[config.mk]
export PLATFORM = sky130hd
export DESIGN_NAME = reorder_buffer_mw_flat
export DESIGN_NICKNAME = d
export VERILOG_FILES = /design/src/rtl/reorder_buffer_mw_if.sv /design/src/rtl/reorder_buffer_mw.sv /design/src/flat_wrapper.sv
export SDC_FILE = /design/constraint.sdc
export NUM_CORES = 2
export LEC_CHECK = 0
export ABC_CLOCK_PERIOD_IN_PS = 7000
export CAP_MARGIN = 25
export CORE_MARGIN = 3
export CORE_UTILIZATION = 30
export DETAILED_ROUTE_END_ITERATION = 16
export DONT_BUFFER_PORTS = 1
export PLACE_DENSITY = 0.43
export SLEW_MARGIN = 5
export SYNTH_ARGS = -nofsm -noshare
export SYNTH_HDL_FRONTEND = slang
export SYNTH_SLANG_ARGS = --single-unit
[constraint.sdc]
create_clock -name clk -period 7 [get_ports clk]
set_input_delay 2.1 -clock clk [delete_from_list [all_inputs] [get_ports clk]]
set_output_delay 2.1 -clock clk [all_outputs]
set_load 0.005 [all_outputs]
[src/rtl/reorder_buffer_mw_if.sv]
// rtl/reorder_buffer_mw_if.sv - dispatch/CDB/search/retire bundle for the multi-channel reorder buffer
interface reorder_buffer_mw_if #(
  parameter int ROB_DEPTH = 16,
  parameter int XLEN      = 32,
  parameter int REG_AW    = 5,
  parameter int CDB_CH    = 2,
  parameter int RETIRE_W  = 2
);
  localparam int TW = $clog2(ROB_DEPTH);

  logic                       dispatch_valid;
  logic [REG_AW-1:0]          dispatch_dst;
  logic                       dispatch_ready;
  logic [TW-1:0]              assign_tag;
  logic [CDB_CH-1:0]          cdb_valid;
  logic [CDB_CH*TW-1:0]       cdb_tag;
  logic [CDB_CH*XLEN-1:0]     cdb_data;
  logic [CDB_CH-1:0]          cdb_mispredict;
  logic [CDB_CH*XLEN-1:0]     cdb_target_pc;
  logic [2*TW-1:0]            search_tag;
  logic [1:0]                 search_ready;
  logic [2*XLEN-1:0]          search_data;
  logic [RETIRE_W-1:0]        retire_en;
  logic [RETIRE_W*REG_AW-1:0] retire_reg;
  logic [RETIRE_W*XLEN-1:0]   retire_data;
  logic                       flush;
  logic [XLEN-1:0]            flush_pc;
  logic [TW:0]                count;

  modport master (
    output dispatch_valid, dispatch_dst, cdb_valid, cdb_tag, cdb_data,
           cdb_mispredict, cdb_target_pc, search_tag,
    input  dispatch_ready, assign_tag, search_ready, search_data,
           retire_en, retire_reg, retire_data, flush, flush_pc, count
  );

  modport slave (
    input  dispatch_valid, dispatch_dst, cdb_valid, cdb_tag, cdb_data,
           cdb_mispredict, cdb_target_pc, search_tag,
    output dispatch_ready, assign_tag, search_ready, search_data,
           retire_en, retire_reg, retire_data, flush, flush_pc, count
  );
endinterface

[src/rtl/reorder_buffer_mw.sv]
// rtl/reorder_buffer_mw.sv - multi-channel reorder buffer, in-order multi-retire with mispredict flush
// Optional ROB_CDB_BYPASS_EN: operand search also sees same-cycle CDB broadcasts.
module reorder_buffer_mw #(
  parameter int ROB_DEPTH = 16,
  parameter int XLEN      = 32,
  parameter int REG_AW    = 5,
  parameter int CDB_CH    = 2,
  parameter int RETIRE_W  = 2
) (
  input logic                 clk,
  input logic                 reset,
  reorder_buffer_mw_if.slave  bus
);
  localparam int TW = $clog2(ROB_DEPTH);
  localparam logic [TW:0] ONE  = (TW+1)'(1);
  localparam logic [TW:0] FULL = (TW+1)'(ROB_DEPTH);

  logic [ROB_DEPTH-1:0]       r_busy, r_done, r_mispred;
  logic [REG_AW-1:0]          r_dst    [ROB_DEPTH];
  logic [XLEN-1:0]            r_value  [ROB_DEPTH];
  logic [XLEN-1:0]            r_target [ROB_DEPTH];
  logic [TW:0]                r_head, r_tail, r_count;
  logic [RETIRE_W-1:0]        r_retire_en;
  logic [RETIRE_W*REG_AW-1:0] r_retire_reg;
  logic [RETIRE_W*XLEN-1:0]   r_retire_data;
  logic                       r_flush;
  logic [XLEN-1:0]            r_flush_pc;

  logic                       w_ready, w_fire;
  logic [TW-1:0]              w_slot [RETIRE_W];
  logic [TW-1:0]              w_ctag [CDB_CH];
  logic [TW-1:0]              w_stag [2];
  logic [RETIRE_W-1:0]        w_ret;
  logic [TW:0]                w_ret_n, w_head_nxt, w_tail_nxt;
  logic                       w_stop, w_flush;
  logic [XLEN-1:0]            w_flush_pc;
  logic [1:0]                 w_sready;
  logic [2*XLEN-1:0]          w_sdata;

  // Full is judged on the registered count: a same-cycle retire never frees a slot.
  assign w_ready    = (r_count != FULL);
  assign w_fire     = bus.dispatch_valid && w_ready;
  assign w_head_nxt = r_head + w_ret_n;
  assign w_tail_nxt = r_tail + (w_fire ? ONE : '0);

  always_comb begin
    for (int k = 0; k < RETIRE_W; k++) w_slot[k] = r_head[TW-1:0] + TW'(k);
    for (int c = 0; c < CDB_CH; c++) w_ctag[c] = bus.cdb_tag[c*TW +: TW];
  end

  // Retire scan from head; stops at the first non-ready entry or after a mispredicted one.
  always_comb begin
    w_ret      = '0;
    w_ret_n    = '0;
    w_stop     = 1'b0;
    w_flush    = 1'b0;
    w_flush_pc = '0;
    for (int k = 0; k < RETIRE_W; k++) begin
      if (!w_stop && r_busy[w_slot[k]] && r_done[w_slot[k]]) begin
        w_ret[k] = 1'b1;
        w_ret_n  = w_ret_n + ONE;
        if (r_mispred[w_slot[k]]) begin
          w_flush    = 1'b1;
          w_flush_pc = r_target[w_slot[k]];
          w_stop     = 1'b1;
        end
      end else begin
        w_stop = 1'b1;
      end
    end
  end

  always_comb begin
    w_sready = '0;
    w_sdata  = '0;
    for (int i = 0; i < 2; i++) begin
      w_stag[i] = bus.search_tag[i*TW +: TW];
      if (r_busy[w_stag[i]] && r_done[w_stag[i]]) begin
        w_sready[i]               = 1'b1;
        w_sdata[i*XLEN +: XLEN]   = r_value[w_stag[i]];
      end
`ifdef ROB_CDB_BYPASS_EN
      for (int c = CDB_CH-1; c >= 0; c--) begin
        if (bus.cdb_valid[c] && w_ctag[c] == w_stag[i] && r_busy[w_stag[i]]) begin
          w_sready[i]             = 1'b1;
          w_sdata[i*XLEN +: XLEN] = bus.cdb_data[c*XLEN +: XLEN];
        end
      end
`endif
    end
  end

  always_ff @(posedge clk or negedge reset) begin
    if (!reset) begin
      r_busy        <= '0;
      r_done        <= '0;
      r_mispred     <= '0;
      r_head        <= '0;
      r_tail        <= '0;
      r_count       <= '0;
      r_retire_en   <= '0;
      r_retire_reg  <= '0;
      r_retire_data <= '0;
      r_flush       <= 1'b0;
      r_flush_pc    <= '0;
      for (int i = 0; i < ROB_DEPTH; i++) begin
        r_dst[i]    <= '0;
        r_value[i]  <= '0;
        r_target[i] <= '0;
      end
    end else begin
      for (int k = 0; k < RETIRE_W; k++) begin
        r_retire_en[k]                    <= w_ret[k] && (r_dst[w_slot[k]] != '0);
        r_retire_reg[k*REG_AW +: REG_AW]  <= w_ret[k] ? r_dst[w_slot[k]]   : '0;
        r_retire_data[k*XLEN +: XLEN]     <= w_ret[k] ? r_value[w_slot[k]] : '0;
      end
      r_flush    <= w_flush;
      r_flush_pc <= w_flush ? w_flush_pc : '0;
      if (w_flush) begin
        r_busy    <= '0;
        r_done    <= '0;
        r_mispred <= '0;
        r_head    <= '0;
        r_tail    <= '0;
        r_count   <= '0;
      end else begin
        // Descending channel order so the lowest channel's write lands last and wins.
        for (int c = CDB_CH-1; c >= 0; c--) begin
          if (bus.cdb_valid[c] && r_busy[w_ctag[c]] && !r_done[w_ctag[c]]) begin
            r_done[w_ctag[c]]    <= 1'b1;
            r_value[w_ctag[c]]   <= bus.cdb_data[c*XLEN +: XLEN];
            r_mispred[w_ctag[c]] <= bus.cdb_mispredict[c];
            r_target[w_ctag[c]]  <= bus.cdb_target_pc[c*XLEN +: XLEN];
          end
        end
        for (int k = 0; k < RETIRE_W; k++) begin
          if (w_ret[k]) begin
            r_busy[w_slot[k]] <= 1'b0;
            r_done[w_slot[k]] <= 1'b0;
          end
        end
        if (w_fire) begin
          r_busy[r_tail[TW-1:0]]    <= 1'b1;
          r_done[r_tail[TW-1:0]]    <= 1'b0;
          r_mispred[r_tail[TW-1:0]] <= 1'b0;
          r_dst[r_tail[TW-1:0]]     <= bus.dispatch_dst;
          r_value[r_tail[TW-1:0]]   <= '0;
        end
        r_head  <= w_head_nxt;
        r_tail  <= w_tail_nxt;
        r_count <= w_tail_nxt - w_head_nxt;
      end
    end
  end

  assign bus.dispatch_ready = w_ready;
  assign bus.assign_tag     = r_tail[TW-1:0];
  assign bus.search_ready   = w_sready;
  assign bus.search_data    = w_sdata;
  assign bus.retire_en      = r_retire_en;
  assign bus.retire_reg     = r_retire_reg;
  assign bus.retire_data    = r_retire_data;
  assign bus.flush          = r_flush;
  assign bus.flush_pc       = r_flush_pc;
  assign bus.count          = r_count;
endmodule

[src/flat_wrapper.sv]
// flat-port wrapper written by rule: the top's interface ports become plain ports
module reorder_buffer_mw_flat 
#(
  parameter int ROB_DEPTH = 16,
  parameter int XLEN      = 32,
  parameter int REG_AW    = 5,
  parameter int CDB_CH    = 2,
  parameter int RETIRE_W  = 2
)
  (clk, reset, bus_dispatch_valid, bus_dispatch_dst, bus_cdb_valid, bus_cdb_tag, bus_cdb_data, bus_cdb_mispredict, bus_cdb_target_pc, bus_search_tag, bus_dispatch_ready, bus_assign_tag, bus_search_ready, bus_search_data, bus_retire_en, bus_retire_reg, bus_retire_data, bus_flush, bus_flush_pc, bus_count);
  reorder_buffer_mw_if #(.ROB_DEPTH(ROB_DEPTH), .XLEN(XLEN), .REG_AW(REG_AW), .CDB_CH(CDB_CH), .RETIRE_W(RETIRE_W)) bus_i ();
  input logic clk;
  input logic reset;
  input wire logic [$bits(bus_i.dispatch_valid)-1:0] bus_dispatch_valid;
  input wire logic [$bits(bus_i.dispatch_dst)-1:0] bus_dispatch_dst;
  input wire logic [$bits(bus_i.cdb_valid)-1:0] bus_cdb_valid;
  input wire logic [$bits(bus_i.cdb_tag)-1:0] bus_cdb_tag;
  input wire logic [$bits(bus_i.cdb_data)-1:0] bus_cdb_data;
  input wire logic [$bits(bus_i.cdb_mispredict)-1:0] bus_cdb_mispredict;
  input wire logic [$bits(bus_i.cdb_target_pc)-1:0] bus_cdb_target_pc;
  input wire logic [$bits(bus_i.search_tag)-1:0] bus_search_tag;
  output wire logic [$bits(bus_i.dispatch_ready)-1:0] bus_dispatch_ready;
  output wire logic [$bits(bus_i.assign_tag)-1:0] bus_assign_tag;
  output wire logic [$bits(bus_i.search_ready)-1:0] bus_search_ready;
  output wire logic [$bits(bus_i.search_data)-1:0] bus_search_data;
  output wire logic [$bits(bus_i.retire_en)-1:0] bus_retire_en;
  output wire logic [$bits(bus_i.retire_reg)-1:0] bus_retire_reg;
  output wire logic [$bits(bus_i.retire_data)-1:0] bus_retire_data;
  output wire logic [$bits(bus_i.flush)-1:0] bus_flush;
  output wire logic [$bits(bus_i.flush_pc)-1:0] bus_flush_pc;
  output wire logic [$bits(bus_i.count)-1:0] bus_count;
  assign bus_i.dispatch_valid = bus_dispatch_valid;
  assign bus_i.dispatch_dst = bus_dispatch_dst;
  assign bus_i.cdb_valid = bus_cdb_valid;
  assign bus_i.cdb_tag = bus_cdb_tag;
  assign bus_i.cdb_data = bus_cdb_data;
  assign bus_i.cdb_mispredict = bus_cdb_mispredict;
  assign bus_i.cdb_target_pc = bus_cdb_target_pc;
  assign bus_i.search_tag = bus_search_tag;
  assign bus_dispatch_ready = bus_i.dispatch_ready;
  assign bus_assign_tag = bus_i.assign_tag;
  assign bus_search_ready = bus_i.search_ready;
  assign bus_search_data = bus_i.search_data;
  assign bus_retire_en = bus_i.retire_en;
  assign bus_retire_reg = bus_i.retire_reg;
  assign bus_retire_data = bus_i.retire_data;
  assign bus_flush = bus_i.flush;
  assign bus_flush_pc = bus_i.flush_pc;
  assign bus_count = bus_i.count;
  reorder_buffer_mw #(.ROB_DEPTH(ROB_DEPTH), .XLEN(XLEN), .REG_AW(REG_AW), .CDB_CH(CDB_CH), .RETIRE_W(RETIRE_W)) u_core (.clk(clk), .reset(reset), .bus(bus_i));
endmodule
After elaboration in Yosys (flattened, before gate mapping)
Index checks and enable logic that the tools add are counted. W data, S select, Z words.

Add/sub/neg operators: 5. Magnitude comparators: 22. Equal/unequal tests: 1. Multiplexer cells: 133. Bitwise operators: 22. Reductions and logical operators: 26.

Operators by type and width (number): $mux W512 (8); $bwmux W512 (4); $bmux W32 S4 (6); $mux W32 (24); $and A512 B512 Y512 (1); $not A512 Y512 (1); $demux W32 S4 (3); $mux W16 (22); $and A16 B16 Y16 (6); $bwmux W80 (1); $bmux W1 S4 (14); $mux W5 (11); $not A16 Y16 (3); $or A16 B16 Y16 (3); $bmux W5 S4 (2); $ge A5 B5 Y1 const B (7); $lt A4 B5 Y1 const B (7); $not A4 Y5 (7); $bwmux W16 (2); $mux W1 (30); $demux W1 S4 (5); $demux W5 S4 (1); $ge A4 B1 Y1 const B (5); $logic_and A1 B1 Y1 (20); 10 further kinds (16).

Flip-flop bits (word level): 1276. Bits of input ports: 156. Output and inout bits: 185.

Longest topological paths before layout
Depth in word-level cells: 21. Gate-level depth with buffers: 25. Gate-level depth less buffers: 19.

Worst setup path after synthesis
No wires, ideal clock.

Kind: input port to output port. Start: in bus_search_tag[0]. End: out bus_search_data[23]. Data arrival time: 4.086 ns. Required time: 4.900 ns. Slack: 0.814 ns. Stages: 5. Path buffers: 2. Cell sequence: buf_1 -> buf_2 -> mux4_2 -> mux4_2 -> nor2b_1.

Word-level cells in the longest chain between the ends: 5.

Ends and longest elaborated chain: start, declared (RTL line flat_wrapper.sv:21) `input wire logic [$bits(bus_i.search_tag)-1:0] bus_search_tag;`; $not A4 Y5 (not written as such) (RTL line reorder_buffer_mw.sv:80) `w_sdata[i*XLEN +: XLEN] = r_value[w_stag[i]];`; $bmux W32 S4 (RTL line reorder_buffer_mw.sv:80); $mux W32 (not written as such) (2 in series) (RTL line reorder_buffer_mw.sv:80); $mux W32 (*) (RTL line reorder_buffer_mw.sv:78) `if (r_busy[w_stag[i]] && r_done[w_stag[i]]) begin`; end, declared (RTL line flat_wrapper.sv:25) `output wire logic [$bits(bus_i.search_data)-1:0] bus_search_data;`.

Every way passes the cells marked *; elsewhere a longest branch is shown, timed or not. The select of a mux whose other input is x is not followed.

Worst setup path after layout
Start: in bus_search_tag[1]. End: out bus_search_data[7].

The elaborated chain is that of the path after synthesis.

==> flow_metrics.env <==
export IMPL_clk_pin_slew_ns=0.06
export IMPL_dr_first_iter_drc_count=9020
export IMPL_cts_htree_levels=4
export IMPL_fin_skew_ns=0.09995
export IMPL_tightest_slew_ns=1.177
export IMPL_grt_antenna_before_repair=21
export IMPL_first_pass_iters=7
export IMPL_pre_cts_ws_ns=0.8523
export IMPL_io_pins=341
export IMPL_synthesis_area_um2=88040
export IMPL_ant_nets=0
export IMPL_initial_utilization_pct=30.19
export IMPL_cts_sinks=1276
export IMPL_r2r_end="u_core.bus.count[4]"
export IMPL_setup_violations=0
export IMPL_drt_wirelength_per_cell_um=36.79
export IMPL_arrival_ns=4.05
export IMPL_fp_dieW_um=547.7
export IMPL_cts_buffers=173
export IMPL_hold_path_class="reg -> reg"
export IMPL_place_gp_congestion=0.8416
export IMPL_met1_length_um=170300
export IMPL_synth_cells=8097
export IMPL_p_seq_share_pct=30.3
export IMPL_rsz0062_at_grt="false"
export IMPL_crit_type="in -> out"
export IMPL_synth_area_per_cell_um2=10.87
export IMPL_p_int_mw=29.51
export IMPL_syn_num_nets=8268
export IMPL_p_clk_share_pct=19.5
export IMPL_num_nets_final=7578
export IMPL_grt_use_total_pct=27.31
export IMPL_die_area_um2=300000
export IMPL_p_sw_mw=20.44
export IMPL_clk_path_buf_depth=4
export IMPL_final_hold_viol_count=0
export IMPL_p_sw_share_pct=40.92
export IMPL_cts_tree="yes"
export IMPL_grt_pass1_wl_um=594400
export IMPL_yosysUniqueCellTypes=67
export IMPL_drive_gt1_share_pct=21.60
export IMPL_outcome="completed"
export IMPL_setup_tns_ns=0
export IMPL_endpoint_kind="output port"
export IMPL_insertion_delay_ns=0.92
export IMPL_dp_hpwl_um=230800
export IMPL_critPathLaunch="bus_search_tag[1]"
export IMPL_endpoint="bus_search_data[7]"
export IMPL_overflow=0
export IMPL_reg_top3="u_core.r_target: 512 flops, u_core.r_value: 512 flops, u_core.r_dst: 80 flops"
export IMPL_comb_power_share_pct=50.2
export IMPL_reg2reg_from="u_core.r_head[0]"
export IMPL_vias=74940
export IMPL_synth_edff_count=0
export IMPL_relSlewSlack_pct=21.55
export IMPL_topRoutingLayerUsed="met4"
export IMPL_fin_ws_ns=0.8463
export IMPL_drv_slew=0
export IMPL_cap_violations=0
export IMPL_core_region_area_um2=291600
export IMPL_clock_fmax_mhz=162.5
export IMPL_ys_flop_type="dfrtp_1"
export IMPL_crit_path_max_fanout=37
export IMPL_min_path_cells=1
export IMPL_period_needed_ns=6.154
export IMPL_postCtsSetupRepairBufs=0
export IMPL_leakagePower_nw=40.16
export IMPL_cts_resized=0
export IMPL_fp_row_count=198
export IMPL_fin_crit_sh_pct=87.91
export IMPL_mostFrequentLayoutCells="nand2_1, dfrtp_1, mux4_2"
export IMPL_worstSetupStartpointType="input pin"
export IMPL_cts_hold_buffers_added=0
export IMPL_route_met2_wl_um=188800
export IMPL_area_delta_synth_final_pct=10.59
export IMPL_viasPerCell=6.534
export IMPL_ir_worst_vdd_v=0.0004782
export IMPL_ys_ff_latch=1276
export IMPL_die_h_um=547.7
export IMPL_hold_start="u_core.r_target[414]"
export IMPL_cts_root_buffer="clkbuf_16"
export IMPL_drt_total_wl_um=422000
export IMPL_ys_warn_count=0
export IMPL_async_flop_share_pct=100.0
export IMPL_power_density_nw_per_um2=513.0
export IMPL_reg2reg_depth=18
export IMPL_yosysSeqAreaShare_pct=36.27
export IMPL_drc=0
export IMPL_final_common_cell="nand2_1"
export IMPL_grt_max_degree=173
export IMPL_crit_required_ns=4.90
export IMPL_r2r_setup_slack_ns=1.35
export IMPL_numPortBuffers=0
export IMPL_final_util_pct=33.39
export IMPL_wl_met3_um=42390
export IMPL_grt_pass1_vias=73390
## cell usage after synthesis (3+ instances only)
master	n	area (µm²)
ha_1	13	162.7
a31oi_1	3	18.77
nor3b_1	4	30.03
buf_6	10	112.6
o22ai_1	550	3441
nand4_1	12	75.07
nor3_1	15	75.07
o21ai_0	396	1982
o2bb2a_1	3	30.03
and3_1	41	256.5
inv_1	57	214.0
nand3_1	171	855.8
nand2_1	1470	5518
a221oi_1	3	26.28
and2_1	41	256.5
nand2b_1	12	75.07
a2111oi_0	12	105.1
xnor2_1	8	70.07
o211ai_1	7	52.55
nor2_1	101	379.1
o221ai_1	7	61.31
nor4_1	10	62.56
clkbuf_1	604	2267
buf_2	248	1241
mux2_2	80	900.9
a21oi_1	82	410.4
mux4_2	973	21910
buf_4	6	45.04
o31ai_1	419	3146
mux2i_1	528	5285
xor2_1	6	52.55
buf_1	191	716.9
a21oi_2	10	87.58
dfrtp_1	1276	31930
nor2b_1	87	544.3
nor2_2	13	81.33
o2111ai_1	96	840.8
a2bb2oi_1	496	4344
## cell type report
type,instances,area [µm²]
flip-flops and latches,1276,31940
well taps,3900,4880
diodes,27,67.56
multi-input cells,5704,52140
clock buffers,254,5150
clock inverters,56,894.6
repair buffers,194,2047
inverters,58,246.5
fillers,28970,194200
## cells by family (layout without fill, tap and decap cells)
kind of cell             after synthesis  count (layout)  synth area share (%)
buffers and inverters               1117             562                 5.229
AND/OR/NAND/NOR                     1989            1989                 9.450
other                                  0              27                     0
flip-flops                          1276            1276                 36.27
XOR/XNOR                              15              15                0.1706
AO/OA/AOI/OAI                       2104            2104                 16.73
multiplexers                        1581            1581                 31.92
adder cells (fa/ha/maj)               15              15                0.2302
## critical path: stages
cell and delay, ns:
mux4_2 0.49, mux4_4 1.03, nor2b_1 0.32
## worst min path at each step
stage | end
after CTS | u_core.r_target[414]
after detailed placement | u_core.r_target[414]
after floorplan | u_core.r_target[158]
after global placement | u_core.r_target[414]
final | u_core.r_target[414]
after global routing | u_core.r_target[31]
## power by group through the flow
stage	Clock, mW	Sequential, mW	Combinational, mW
finish	9.73	15.1	25.1
global route	10.2	15.5	26.9
CTS	9.90	14.9	25.0
detailed placement	0	15.0	24.9
global placement	0	14.8	24.6
floorplan	0	13.3	19.3
## through the flow
| stage | std cells | power [mW] | instance area (µm²) | hold slack (ns) |
|---|---|---|---|---|
| finish | 11470 | 49.95 | 97360 | 0.5194 |
| CTS | 11440 | 49.84 | 97220 | 0.5177 |
| global route | 11450 | 52.63 | 97310 | 0.5293 |
| global placement | 11130 | 39.43 | 91120 | 0.4953 |
| floorplan | 8097 | 32.57 | 88040 | 0.4819 |
| detailed placement | 11130 | 39.93 | 91170 | 0.5050 |
## layer usage
| layer | up-vias | global-route usage [%] |
|---|---|---|
| met5 | - | 0 |
| met4 | 0 | 11.56 |
| met3 | 969 | 7.118 |
| met2 | 4545 | 41.67 |
| met1 | 39450 | 36.66 |
| li1 | 29970 | - |
(Power assumes the default switching activity.)
